==> src/rtl/key_cmd_queue.sv <==
// key_cmd_queue: turns key-held levels into 3-bit commands, adds typematic
// auto-repeat on held arrow keys, and buffers commands in a small FIFO with a
// valid/ready handshake towards the game FSM.
//
// Repeat FSM states
//   state    | meaning
//   S_IDLE   | no arrow held (or released), counter ignored
//   S_DELAY  | arrow held, waiting out the initial repeat delay
//   S_REPEAT | arrow still held, emitting repeats every REPEAT_RATE cycles
module key_cmd_queue #(
  parameter int FIFO_DEPTH   = 4,
  parameter int REPEAT_DELAY = 25_000_000,
  parameter int REPEAT_RATE  = 10_000_000
) (
  input  logic                          CLOCK_50,
  input  logic                          reset,
  input  logic                          up,
  input  logic                          down,
  input  logic                          left,
  input  logic                          right,
  input  logic                          space,
  input  logic                          restart,
  input  logic                          quit,
  input  logic                          select,
  output logic [2:0]                    cmd_data,
  output logic                          cmd_valid,
  input  logic                          cmd_ready,
  output logic                          overflow,
  output logic [$clog2(FIFO_DEPTH):0]   fifo_count
);

  localparam int AW        = $clog2(FIFO_DEPTH);
  localparam int REP_MAX   = (REPEAT_DELAY > REPEAT_RATE) ? REPEAT_DELAY : REPEAT_RATE;
  localparam int CW        = $clog2(REP_MAX);
  localparam logic [CW-1:0] DELAY_LOAD = CW'(REPEAT_DELAY - 1);
  localparam logic [CW-1:0] RATE_LOAD  = CW'(REPEAT_RATE - 1);
  localparam logic [AW:0]   FULL_CNT   = (AW+1)'(FIFO_DEPTH);

  typedef enum logic [1:0] {S_IDLE, S_DELAY, S_REPEAT} state_t;

  // Bit index equals the command code.
  logic [7:0]    keys;
  logic [7:0]    prev;
  logic [7:0]    press;
  logic          press_valid;
  logic [2:0]    press_code;
  logic          arrow_press;

  state_t        state;
  logic [CW-1:0] cnt;
  logic [1:0]    rep_code;
  logic          held;
  logic          rep_fire;

  logic          ev_valid;
  logic [2:0]    ev_code;

  logic [2:0]    mem [FIFO_DEPTH];
  logic [AW-1:0] wr_ptr;
  logic [AW-1:0] rd_ptr;
  logic [AW:0]   count;
  logic          full;
  logic          push;
  logic          pop;

  assign keys  = {select, quit, restart, space, right, left, down, up};
  assign press = keys & ~prev;

  // Pick the single winning press among simultaneous rising keys.
  always_comb begin
    press_valid = 1'b1;
    press_code  = 3'd0;
    if      (press[6]) press_code = 3'd6;
    else if (press[5]) press_code = 3'd5;
    else if (press[7]) press_code = 3'd7;
    else if (press[4]) press_code = 3'd4;
    else if (press[0]) press_code = 3'd0;
    else if (press[1]) press_code = 3'd1;
    else if (press[2]) press_code = 3'd2;
    else if (press[3]) press_code = 3'd3;
    else               press_valid = 1'b0;
  end

  assign arrow_press = press_valid && !press_code[2];
  assign held        = keys[{1'b0, rep_code}];
  // A new arrow press restarts the delay, so it suppresses any repeat due this cycle.
  assign rep_fire    = (state != S_IDLE) && !arrow_press && held && (cnt == '0);

  // Key history for rising-edge detection.
  always_ff @(posedge CLOCK_50 or posedge reset) begin
    if (reset) prev <= '0;
    else       prev <= keys;
  end

  // Typematic repeat FSM with down-counter; reloads even when a press wins the merge.
  always_ff @(posedge CLOCK_50 or posedge reset) begin
    if (reset) begin
      state    <= S_IDLE;
      cnt      <= '0;
      rep_code <= '0;
    end else if (arrow_press) begin
      rep_code <= press_code[1:0];
      cnt      <= DELAY_LOAD;
      state    <= S_DELAY;
    end else begin
      case (state)
        S_DELAY, S_REPEAT: begin
          if (!held) begin
            state <= S_IDLE;
          end else if (cnt == '0) begin
            cnt   <= RATE_LOAD;
            state <= S_REPEAT;
          end else begin
            cnt <= cnt - CW'(1);
          end
        end
        default: state <= S_IDLE;
      endcase
    end
  end

  // Register the merged event; a press beats a repeat in the same cycle.
  always_ff @(posedge CLOCK_50 or posedge reset) begin
    if (reset) begin
      ev_valid <= 1'b0;
      ev_code  <= '0;
    end else begin
      ev_valid <= press_valid || rep_fire;
      ev_code  <= press_valid ? press_code : {1'b0, rep_code};
    end
  end

  assign full = (count == FULL_CNT);
  assign pop  = (count != '0) && cmd_ready;
  assign push = ev_valid && (!full || pop);

  // FIFO storage.
  always_ff @(posedge CLOCK_50 or posedge reset) begin
    if (reset) begin
      for (int i = 0; i < FIFO_DEPTH; i++) mem[i] <= '0;
    end else if (push) begin
      mem[wr_ptr] <= ev_code;
    end
  end

  // FIFO pointers, occupancy and sticky overflow.
  always_ff @(posedge CLOCK_50 or posedge reset) begin
    if (reset) begin
      wr_ptr   <= '0;
      rd_ptr   <= '0;
      count    <= '0;
      overflow <= 1'b0;
    end else begin
      if (push) wr_ptr <= wr_ptr + AW'(1);
      if (pop)  rd_ptr <= rd_ptr + AW'(1);
      case ({push, pop})
        2'b10:   count <= count + (AW+1)'(1);
        2'b01:   count <= count - (AW+1)'(1);
        default: count <= count;
      endcase
      if (ev_valid && full && !pop) overflow <= 1'b1;
    end
  end

  assign cmd_valid  = (count != '0);
  assign cmd_data   = cmd_valid ? mem[rd_ptr] : 3'd0;
  assign fifo_count = count;

endmodule

==> config.mk <==
export PLATFORM = sky130hd
export DESIGN_NAME = key_cmd_queue
export DESIGN_NICKNAME = d
export VERILOG_FILES = /design/src/rtl/key_cmd_queue.sv
export SDC_FILE = /design/constraint.sdc
export NUM_CORES = 1
export LEC_CHECK = 0
export ABC_AREA = 1
export BUFFER_PORTS_ARGS = -buffer_cell sky130_fd_sc_hd__clkbuf_2
export CAP_MARGIN = 20
export CORE_UTILIZATION = 65
export CTS_CLUSTER_SIZE = 40
export DETAILED_ROUTE_END_ITERATION = 6
export PLACE_DENSITY = 0.84
export SYNTH_ARGS = -nofsm -noshare
export SYNTH_HDL_FRONTEND = slang
export SYNTH_SLANG_ARGS = --single-unit
==> constraint.sdc <==
create_clock -name CLOCK_50 -period 3.4 [get_ports CLOCK_50]
set_input_delay 0.34 -clock CLOCK_50 [delete_from_list [all_inputs] [get_ports CLOCK_50]]
set_output_delay 0.34 -clock CLOCK_50 [all_outputs]
set_load 0.01 [all_outputs]
==> results of run 1 <==
[Yosys cell counts, types with 4 or more instances]
cell / number
nand3_2: 10
nand3b_1: 4
nand2_1: 89
nor2_1: 48
nand4_1: 4
xor2_1: 6
nand3_1: 16
nor2_4: 9
ha_1: 7
nand2_2: 24
inv_1: 54
dfrtp_1: 61
o21ai_1: 11
a21oi_1: 19
o21ai_0: 26
nor2_2: 14
[layer usage]
layer	GRT usage	share of wire	wire length, um	up-vias
met5	0	0	0	-
met3	0.0566	0.059	437	16
li1	-	-	-	1425
met2	0.446	0.46	3380	99
met1	0.378	0.46	3410	1365
met4	0.123	0.022	160	0
[critical path, delay by kind of cell, from the launching register on]
family	cells	cell delay, ns
AND/OR/NAND/NOR	5	0.56
adder cells (fa/ha/maj)	2	0.52
flip-flops	1	0.43
AO/OA/AOI/OAI	2	0.25
XOR/XNOR	1	0.15
buffers and inverters	1	0.06
[sequential cells by signal, indices dropped and copies added, names as in the netlist]
| signal | flops |
|---|---|
| cnt | 25 |
| mem | 12 |
| prev | 8 |
| ev_code | 3 |
| fifo_count | 3 |
| rd_ptr | 2 |
| rep_code | 2 |
| state | 2 |
| wr_ptr | 2 |
| ev_valid | 1 |
| overflow | 1 |
[metrics by stage]
step	power, mW	hold slack, ns	worst slack, ns
after floorplan	1.66	0.371	1.39
after global placement	1.83	0.449	1.41
after detailed placement	1.88	0.457	1.33
after CTS	2.62	0.0890	1.32
after global routing	2.78	0.116	1.10
final	2.61	0.0614	1.32
[layout make-up]
type                       count  area share
clock inverter                 7      0.0252
sequential                    61       0.389
timing repair buffer          19      0.0249
clock buffer                   9      0.0315
multi-input combinational    309       0.450
tap                           70      0.0223
inverter                      59      0.0577
[worst min path at each step]
stage	startpoint	end	slack [ns]	cells past startpoint
2_1_floorplan	up	prev[0]	0.37	0
3_3_place_gp	reset	prev[5]	0.45	2
3_5_place_dp	reset	ev_code[2]	0.46	2
4_1_cts	reset	prev[5]	0.09	2
5_1_grt	restart	prev[5]	0.12	1
6_report	reset	mem[2]	0.06	2
[power by group]
part	internal, mW	total, mW	switching (mW)
registers	0.914	1.08	0.168
logic	0.299	0.799	0.500
clock network	0.416	0.733	0.317
total	1.63	2.61	0.986
[cells by family after synthesis]
| kind of cell | count (synthesis) | synth area share |
|---|---|---|
| compound gates | 64 | 0.0983 |
| flops | 61 | 0.430 |
| buf+inv | 63 | 0.0733 |
| xor+xnor | 9 | 0.0222 |
| fa+ha+maj | 8 | 0.0303 |
| simple gates | 228 | 0.346 |
==> summary.md, run 1 <==
| Metric | Value |
|---|---|
| Number of synthesized flops with an enable pin | `0` |
| Routed wire length | `7380 um` |
| FILL cells | `365` |
| CP endpoint kind | `flip-flop` |
| Row count | `26` |
| CTS tree | `built` |
| Most frequent CP cell | `nand2_2` |
| Grt ovf | `0` |
| Min cycle time layout | `2.08 ns` |
| Register area | `1530 um^2` |
| Clock Latency Late Sink | `0.35 ns` |
| HP Class | `in -> async` |
| Commonest non-fill, non-tap cell in the layout | `nand2_1` |
| LEAKAGE | `1.92 nW` |
| Cts-stage hold buffer count | `0` |
| Cell taking the most area after synthesis | `dfrtp_1` |
| Ys async rst share | `1.00` |
| Die X | `75.9 um` |
| Vias in the first global route | `2794` |
| RSZ-0062 raised after global routing | `false` |
| Run status | `finished, final reports clean` |
| Critical path class | `reg -> reg` |
| Largest net degree at the start of global routing | `33` |
| Core area | `5170 um^2` |
| Share of the synthesized area in the top cell type | `0.430` |
| VDD IR max | `0.422 mV` |
| Tcrit/Tclk final | `0.611` |
| Port Buffer Count | `18` |
| DR pass1 iterations | `5` |
| Final Util | `0.759` |
| Dpl hpwl | `5420 um` |
| FF-to-FF End | `fifo_count[2]` |
| Ys flop type | `dfrtp_1` |
| Setup TNS | `0 ns` |
| Syn Nets | `452` |
| Crit path cell chain | `nor2_2 -> nand2_2 -> nand2_2 -> nand3_2 -> nand2_2 -> ha_1 -> inv_1 -> fa_1 -> a21oi_1 -> o21ai_0 -> xor2_1` |
| Most frequent cells in the layout | `nand2_1 (89), dfrtp_1 (61), inv_1 (53), nor2_1 (48), o21ai_0 (26)` |
| Nets | `478` |
| Synthesized flop and latch total | `61` |
| Mean post-synth cell area | `8.20 um^2` |
| GPL Wtd Cong | `0.941` |
| # H-tree levels | `3` |
| Worst reg2reg path startpoint | `fifo_count[0]` |
| CP max FO | `4` |
| Avg WL per Cell | `13.8 um` |
| Fin. Hold Viols | `0` |
| Max cap viols | `0` |
| Ant. Diodes | `0` |
| Antenna violation net count after detailed routing | `0` |
| Pwr Density | `666 nW/um^2` |
| Mapped Cells | `433` |
| Footprint of the multi-input gates | `1770 um^2` |
| Initial antenna violation count | `0` |
| Routed vias | `2905` |
| Slew Viols, Final | `0` |
| Reg2Reg Depth | `11` |
| Critical-path top delay cell | `dfrtp_1` |
| Clk pin slew, worst setup/hold paths | `0.08 ns` |
| Critical Path Start Type | `flip-flop` |
| Layout cells sized above 1 | `0.233` |
| Max_slew headroom | `0.562` |
| First-pass GRT wire length | `12700 um` |
| Required @ worst endpoint | `3.62 ns` |
| CTS max path bufs | `2` |
| Sequential share of the synthesized area | `0.430` |
| Initial Utilization | `0.687` |
| Arrival @ worst endpoint | `2.29 ns` |
| Non-filler cells, final | `534` |
| CP endpoint | `fifo_count[2]` |
| TritonCTS Buffers | `9` |
| Number of synthesis warnings | `0` |
| Max Clock Freq | `481 MHz` |
| Clock sinks | `61` |
| Post-CTS Resized | `0` |
| DRC | `0` |
| Actual slew at the worst max-slew pin | `0.656 ns` |
| Post-CTS Repair Setup Buffers | `0` |
| Final Setup Violations | `0` |
| Worst setup path startpoint | `fifo_count[0]` |
| Iter 0 DRT Violations | `346` |
| Area grow syn2layout | `10.5%` |
| Reg2reg setup slack | `1.32 ns` |
| Die area | `5760 um^2` |
| Yosys cell types | `36` |
| Crit-path max cell delay | `0.43 ns` |
| Placed cells | `518` |
| Vias per inst | `5.44` |
| Die height | `75.9 um` |
| GRT Total Usage | `0.282` |
| Root buffer cell | `clkbuf_8` |
| Top post-synthesis cells by area | `dfrtp_1 (43%), nand2_1 (9.4%), inv_1 (5.7%), nor2_1 (5.1%), nand2_2 (4.2%)` |
| Top-level I/O count | `19` |
| Post-route cell area | `3930 um^2` |
| Setup skew after layout | `0.0125 ns` |
| Post-DP Area | `3700 um^2` |
| Synth Cell Area | `3550 um^2` |
Power figures use the tool's default switching activity.
==> run 2: changes to the inputs <==
ABC_AREA = 0   (was 1)
CORE_UTILIZATION = 54   (was 65)
PLACE_DENSITY = 0.75   (was 0.84)
clock period = 1.7 ns   (was 3.4 ns; I/O delays follow)
==> run 2 against run 1 <==
Against the previous run:
- the run now ends with setup timing left
- register-to-register slack lost 1.8 ns
- first-iteration DRC count shrank 57%
- fmax shrank 3.9%
- synthesized cell count shrank 37%
- final cell count shrank 15%
- non-clock buffer count grew 85
- clock-buffer cell count is the same
- critical path type unchanged
- largest cell class unchanged
- largest power group unchanged
==> summary.md, run 2 <==
| Metric | Value |
|---|---|
| CTS tree | `built` |
| VDD IR max | `1.06 mV` |
| Pwr Density | `1170 nW/um^2` |
| Reg2reg setup slack | `-0.46 ns` |
| Port Buffer Count | `18` |
| Critical-path top delay cell | `or4_4` |
| Clock sinks | `61` |
| Ant. Diodes | `0` |
| Fin. Hold Viols | `0` |
| Cell taking the most area after synthesis | `dfrtp_1` |
| Max cap viols | `0` |
| Row count | `27` |
| Final Util | `0.815` |
| Setup skew after layout | `0.00600 ns` |
| DRC | `0` |
| RSZ-0062 raised after global routing | `true` |
| Root buffer cell | `clkbuf_8` |
| Sequential share of the synthesized area | `0.494` |
| CP max FO | `3` |
| CP endpoint kind | `flip-flop` |
| Final Setup Violations | `31` |
| # H-tree levels | `3` |
| Mapped Cells | `271` |
| Run status | `complete, but fails checks` |
| Max_slew headroom | `0.655` |
| Syn Nets | `290` |
| Routed wire length | `8960 um` |
| Tcrit/Tclk final | `1.27` |
| Layout cells sized above 1 | `0.531` |
| Number of synthesized flops with an enable pin | `0` |
| Die X | `77.7 um` |
| Initial antenna violation count | `0` |
| Largest net degree at the start of global routing | `41` |
| Synth Cell Area | `3090 um^2` |
| Crit path cell chain | `or4_4 -> or4_4 -> nor3_2 -> o21ai_1 -> a221o_1` |
| Die area | `6030 um^2` |
| Crit. path cell count | `5` |
| Biggest registers after layout | `cnt: 25 flops, mem: 12 flops, prev: 8 flops` |
| Arrival @ worst endpoint | `2.39 ns` |
| Mean post-synth cell area | `11.4 um^2` |
| Reg2Reg Depth | `5` |
| Max reg flops | `25` |
| Core area | `5510 um^2` |
| Routed vias | `2675` |
| GPL Wtd Cong | `0.890` |
| Most frequent cells in the layout | `buf_4 (67), dfrtp_1 (57), clkbuf_2 (16), mux2_2 (14)` |
| Clock Latency Late Sink | `0.35 ns` |
| Buffers & Inverters on Critical Path | `0` |
| Synth cell count leaders | `dfrtp_1 (61), nand2_1 (20), mux2_2 (14)` |
| Max Clock Freq | `463 MHz` |
| CP top delay family | `simple AND/OR/NAND/NOR gates` |
| Worst hold margin | `0.0470 ns` |
| Ys async rst share | `1.00` |
| DR pass1 iterations | `5` |
| HP Class | `in -> reg` |
| Critical Path Start Type | `flip-flop` |
| Synthesized flop and latch total | `61` |
| Iter 0 DRT Violations | `150` |
| Initial Utilization | `0.562` |
| Die height | `77.7 um` |
| Nets | `396` |
| Antenna violation net count after detailed routing | `0` |
| Number of synthesis warnings | `0` |
| LEAKAGE | `1.93 nW` |
| Top-level I/O count | `19` |
| CP endpoint | `cnt[21]` |
| Worst reg2reg path startpoint | `cnt[13]` |
| Slack of the critical path | `-0.462 ns` |
| Failing checks | `setup timing` |
| Avg WL per Cell | `19.7 um` |
| CTS max path bufs | `2` |
| Yosys cell types | `63` |
| Critical path class | `reg -> reg` |
| Top post-synthesis cells by area | `dfrtp_1 (49%), mux2_2 (5.1%), mux4_2 (2.9%), ha_1 (2.8%), nand2_1 (2.4%)` |
| Count leader, synth | `dfrtp_1` |
| Clk pin slew, worst setup/hold paths | `0.08 ns` |
| Most frequent CP cell | `or4_4` |
| Commonest non-fill, non-tap cell in the layout | `buf_4` |
| Vias in the first global route | `2770` |
| Largest Register | `cnt` |
| Worst setup path startpoint | `cnt[13]` |
| Area grow syn2layout | `45.1%` |
| Setup TNS | `-8.13 ns` |
| Share of the synthesized area in the top cell type | `0.494` |
| Grt ovf | `0` |
| Ys flop type | `dfrtp_1` |
| GRT Total Usage | `0.301` |
| Dpl hpwl | `4850 um` |
| Min cycle time layout | `2.16 ns` |
| Required @ worst endpoint | `1.92 ns` |
| FF-to-FF End | `cnt[21]` |
| Vias per inst | `5.89` |
| Slew Viols, Final | `0` |
| Crit-path max cell delay | `0.55 ns` |
| TritonCTS Buffers | `9` |
| Actual slew at the worst max-slew pin | `0.517 ns` |
| First-pass GRT wire length | `13700 um` |
## run 2: cell types whose count changed after synthesis, sizes merged, moves of 11 or more
| cell | previous run | this run |
|---|---|---|
| inv | 59 | 13 |
| nand2 | 117 | 20 |
| o21ai | 38 | 11 |
| mux2 | 0 | 14 |
| a21oi | 19 | 6 |
| nand3 | 26 | 6 |
| nor2 | 73 | 8 |
| nor3 | 1 | 12 |
## run 2: routing by layer
layer | routed length (um) | share of wire | global-route usage
met2 | 4740 | 0.53 | 0.521
met1 | 3480 | 0.39 | 0.358
met3 | 408 | 0.046 | 0.0718
met5 | 0 | 0 | 0
met4 | 332 | 0.037 | 0.126
## run 2: worst min path at each step
stage | start | endpoint | slack [ns] | cells after the start
after global routing | down | prev[1] | 0.03 | 2
after global placement | reset | prev[6] | 0.19 | 2
after CTS | right | prev[3] | 0.03 | 2
final | right | prev[3] | 0.05 | 2
after floorplan | up | prev[0] | 0.20 | 0
after detailed placement | reset | mem[5] | 0.20 | 2
## run 2: cell families (layout without fill, tap and decap cells)
group                    after synthesis  in the layout  synth area share
AO/OA/AOI/OAI                         52             52             0.120
XOR/XNOR                              12             12            0.0340
adder cells (fa/ha/maj)                8              8            0.0348
buffers and inverters                 23            133            0.0324
flip-flops                            61             61             0.494
multiplexers                          19             19            0.0833
AND/OR/NAND/NOR                       96             97             0.202
## run 2: worst reg2reg max path, cell delays in order, from the launching register on
cell and delay, ns:
dfrtp_1 0.41, or4_4 0.55, or4_4 0.55, nor3_2 0.12, o21ai_1 0.10, a221o_1 0.32
## run 2: where the power goes
group	total [mW]	switching (mW)	internal, mW
clock network	1.36	0.659	0.699
logic	1.90	0.807	1.09
registers	2.01	0.256	1.76
## run 2: stage by stage
stage | total power [mW] | cells | instance area [um^2] | worst slack [ns]
after floorplan | 2.97 | 271 | 3160 | -0.363
after detailed placement | 3.55 | 415 | 3780 | -0.436
after global routing | 5.57 | 454 | 4490 | -0.512
after CTS | 5.13 | 445 | 4330 | -0.397
final | 5.27 | 454 | 4490 | -0.462
after global placement | 3.44 | 415 | 3780 | -0.380
## run 2: repair_timing
item / in CTS / in global routing
gates cloned: 0 / 1
setup endpoints to repair: 33 / 44
buffers inserted: 9 / 12
hold buffers: 6 / 0
hold endpoints to repair: 26 / 0
resized for setup: 56 / 24
pin swaps: 22 / 18
## run 2: area by class of cell
| cell class | instances | area, um^2 |
|---|---|---|
| Sequential cell | 61 | 1530 |
| Timing Repair Buffer | 104 | 830 |
| Multi-Input combinational cell | 188 | 1780 |
| Tap cell | 72 | 90.1 |
| Inverter | 13 | 48.8 |
| Clock inverter | 7 | 82.6 |
| Clock buffer | 9 | 124 |
| Fill cell | 320 | 1020 |
==> run 3: changes to the inputs <==
ABC_AREA = 1   (was 0)
CAP_MARGIN = unset   (was 20)
CORE_UTILIZATION = 55   (was 54)
PLACE_DENSITY = 0.76   (was 0.75)
==> run 3 against run 2 <==
Against the previous run:
- the run still ends with setup timing left
- highest routed layer unchanged
- non-clock buffer count down 61
- sequential power up 7%
- critical path depth up 6
- critical endpoint is now fifo_count[2]
- clock power down 18%
==> summary.md, run 3 (synthesis gave the netlist of run 1 again) <==
| Metric | Value |
|---|---|
| Tcrit/Tclk final | `1.07` |
| TritonCTS Buffers | `9` |
| Clock network power share | `0.217` |
| Dpl hpwl | `5250 um` |
| Slew Viols, Final | `0` |
| Vias per inst | `5.14` |
| Max_slew headroom | `0.756` |
| Clk pin slew, worst setup/hold paths | `0.07 ns` |
| HP Class | `in -> reg` |
| Arrival @ worst endpoint | `2.05 ns` |
| CP max FO | `2` |
| First-pass GRT wire length | `12900 um` |
| VDD IR max | `1.03 mV` |
| GRT Total Usage | `0.255` |
| Initial antenna violation count | `0` |
| Non-filler cells, final | `562` |
| Die area | `6780 um^2` |
| Commonest non-fill, non-tap cell in the layout | `nand2_1` |
| Failing checks | `setup timing` |
| Avg WL per Cell | `12.9 um` |
| Required @ worst endpoint | `1.93 ns` |
| Actual slew at the worst max-slew pin | `0.366 ns` |
| Setup skew after layout | `0.00800 ns` |
| Slack of the critical path | `-0.124 ns` |
| Routed wire length | `7260 um` |
| Die height | `82.4 um` |
| Final Util | `0.682` |
| Min cycle time layout | `1.82 ns` |
| CTS max path bufs | `2` |
| Layout cells sized above 1 | `0.267` |
| Initial Utilization | `0.586` |
| Net Sw Frac | `0.379` |
| Die X | `82.4 um` |
| Run status | `complete, but fails checks` |
| Largest net degree at the start of global routing | `62` |
| Max reg flops | `25` |
| Largest Register | `cnt` |
| RSZ-0062 raised after global routing | `true` |
| Psw | `1.96 mW` |
| Final Setup Violations | `2` |
| Port Buffer Count | `18` |
| P_int | `3.21 mW` |
| Seq pwr share | `0.417` |
| Placed cells | `536` |
| Row count | `28` |
| LEAKAGE | `2.01 nW` |
| Clock sinks | `61` |
| Pwr Density | `1250 nW/um^2` |
| DR pass1 iterations | `4` |
| Max Clock Freq | `548 MHz` |
| Max cap viols | `0` |
| Grt ovf | `0` |
| Root buffer cell | `clkbuf_8` |
| Antenna violation net count after detailed routing | `0` |
| DRC | `0` |
| Iter 0 DRT Violations | `178` |
| # H-tree levels | `3` |
| Ant. Diodes | `0` |
| Core area | `6060 um^2` |
| Nets | `502` |
| GPL Wtd Cong | `0.933` |
| Worst slack at placement | `-0.135 ns` |
| CP endpoint kind | `flip-flop` |
| Fin. Hold Viols | `0` |
| Biggest registers after layout | `cnt: 25 flops, mem: 12 flops, prev: 8 flops` |
| Routed vias | `2887` |
| Critical Path Start Type | `flip-flop` |
| Combinational share of power | `0.366` |
| Clock Latency Late Sink | `0.34 ns` |
| Top-level I/O count | `19` |
| CTS tree | `built` |
| Vias in the first global route | `2795` |
| Area grow syn2layout | `16.3%` |
| Most frequent cells in the layout | `nand2_1 (89), dfrtp_1 (60), inv_1 (50), nor2_1 (48)` |
| Critical path class | `reg -> reg` |
run 3: cell types whose count changed in the layout (fill, tap and decap cells not counted), sizes merged, moves of 11 or more:
cell / previous run / this run
nand2: 20 / 117
buf: 82 / 17
nor2: 8 / 73
inv: 16 / 59
o21ai: 11 / 38
nand3: 6 / 26
mux2: 14 / 0
a21oi: 6 / 19
nor3: 12 / 1
run 3: power by group through the flow:
stage	Combinational [mW]	Sequential, mW	Clock, mW
floorplan	1.23	2.10	0
global placement	1.69	2.15	0
detailed placement	1.78	2.17	0
CTS	1.90	2.15	1.14
global route	2.18	2.21	1.21
finish	1.89	2.15	1.12
run 3: cell type report:
type | count | area, um^2
tap | 75 | 93.8
fill | 510 | 1930
clock buffer | 11 | 141
inverter | 59 | 229
clock inverter | 4 | 25.0
sequential | 61 | 1530
timing repair buffer | 43 | 325
multi-input combinational | 309 | 1790
run 3: metal layers:
metal | vias to the layer above | share of wire | GRT usage
met5 | - | 0 | 0
li1 | 1472 | - | -
met1 | 1346 | 0.47 | 0.345
met3 | 10 | 0.050 | 0.0615
met2 | 59 | 0.46 | 0.407
met4 | 0 | 0.011 | 0.0754
run 3: repair_timing:
action                     in CTS  in global routing
hold endpoints to repair       69                  0
pin swaps                       7                  5
gates resized for setup         6                  5
setup buffers                   3                  0
setup endpoints to repair       2                  9
hold buffers                    9                  0
run 3: critical path: stages, from the launching register on:
cell	delay [ns]
dfrtp_1	0.39
nor2_2	0.15
nand2_2	0.08
nand2_2	0.07
nand3_2	0.07
nand2_2	0.09
ha_4	0.13
inv_2	0.04
fa_2	0.34
a21oi_2	0.12
o21ai_1	0.08
xor2_1	0.14
run 3: path summary, 6_finish.rpt:
path	start	to	slack [ns]	cells past startpoint
setup / recovery	fifo_count[1]	fifo_count[2]	-0.12	11
hold / removal	cmd_ready	overflow	0.24	5
setup reg to reg	fifo_count[1]	fifo_count[2]	-0.12	11
hold reg to reg	mem[7]	mem[7]	0.48	2
max in group asynchronous	reset	rd_ptr[0]	1.00	4
min in group asynchronous	reset	prev[6]	0.42	4
run 3: metrics by stage:
stage | power [mW] | hold WS (ns) | setup TNS (ns) | area, um^2
after floorplan | 3.33 | 0.201 | -0.375 | 3550
after global placement | 3.85 | 0.241 | -0.101 | 3830
after detailed placement | 3.95 | 0.241 | -0.207 | 3830
after CTS | 5.18 | 0.221 | -0.142 | 4130
after global routing | 5.59 | 0.251 | -0.395 | 4130
final | 5.16 | 0.238 | -0.141 | 4130
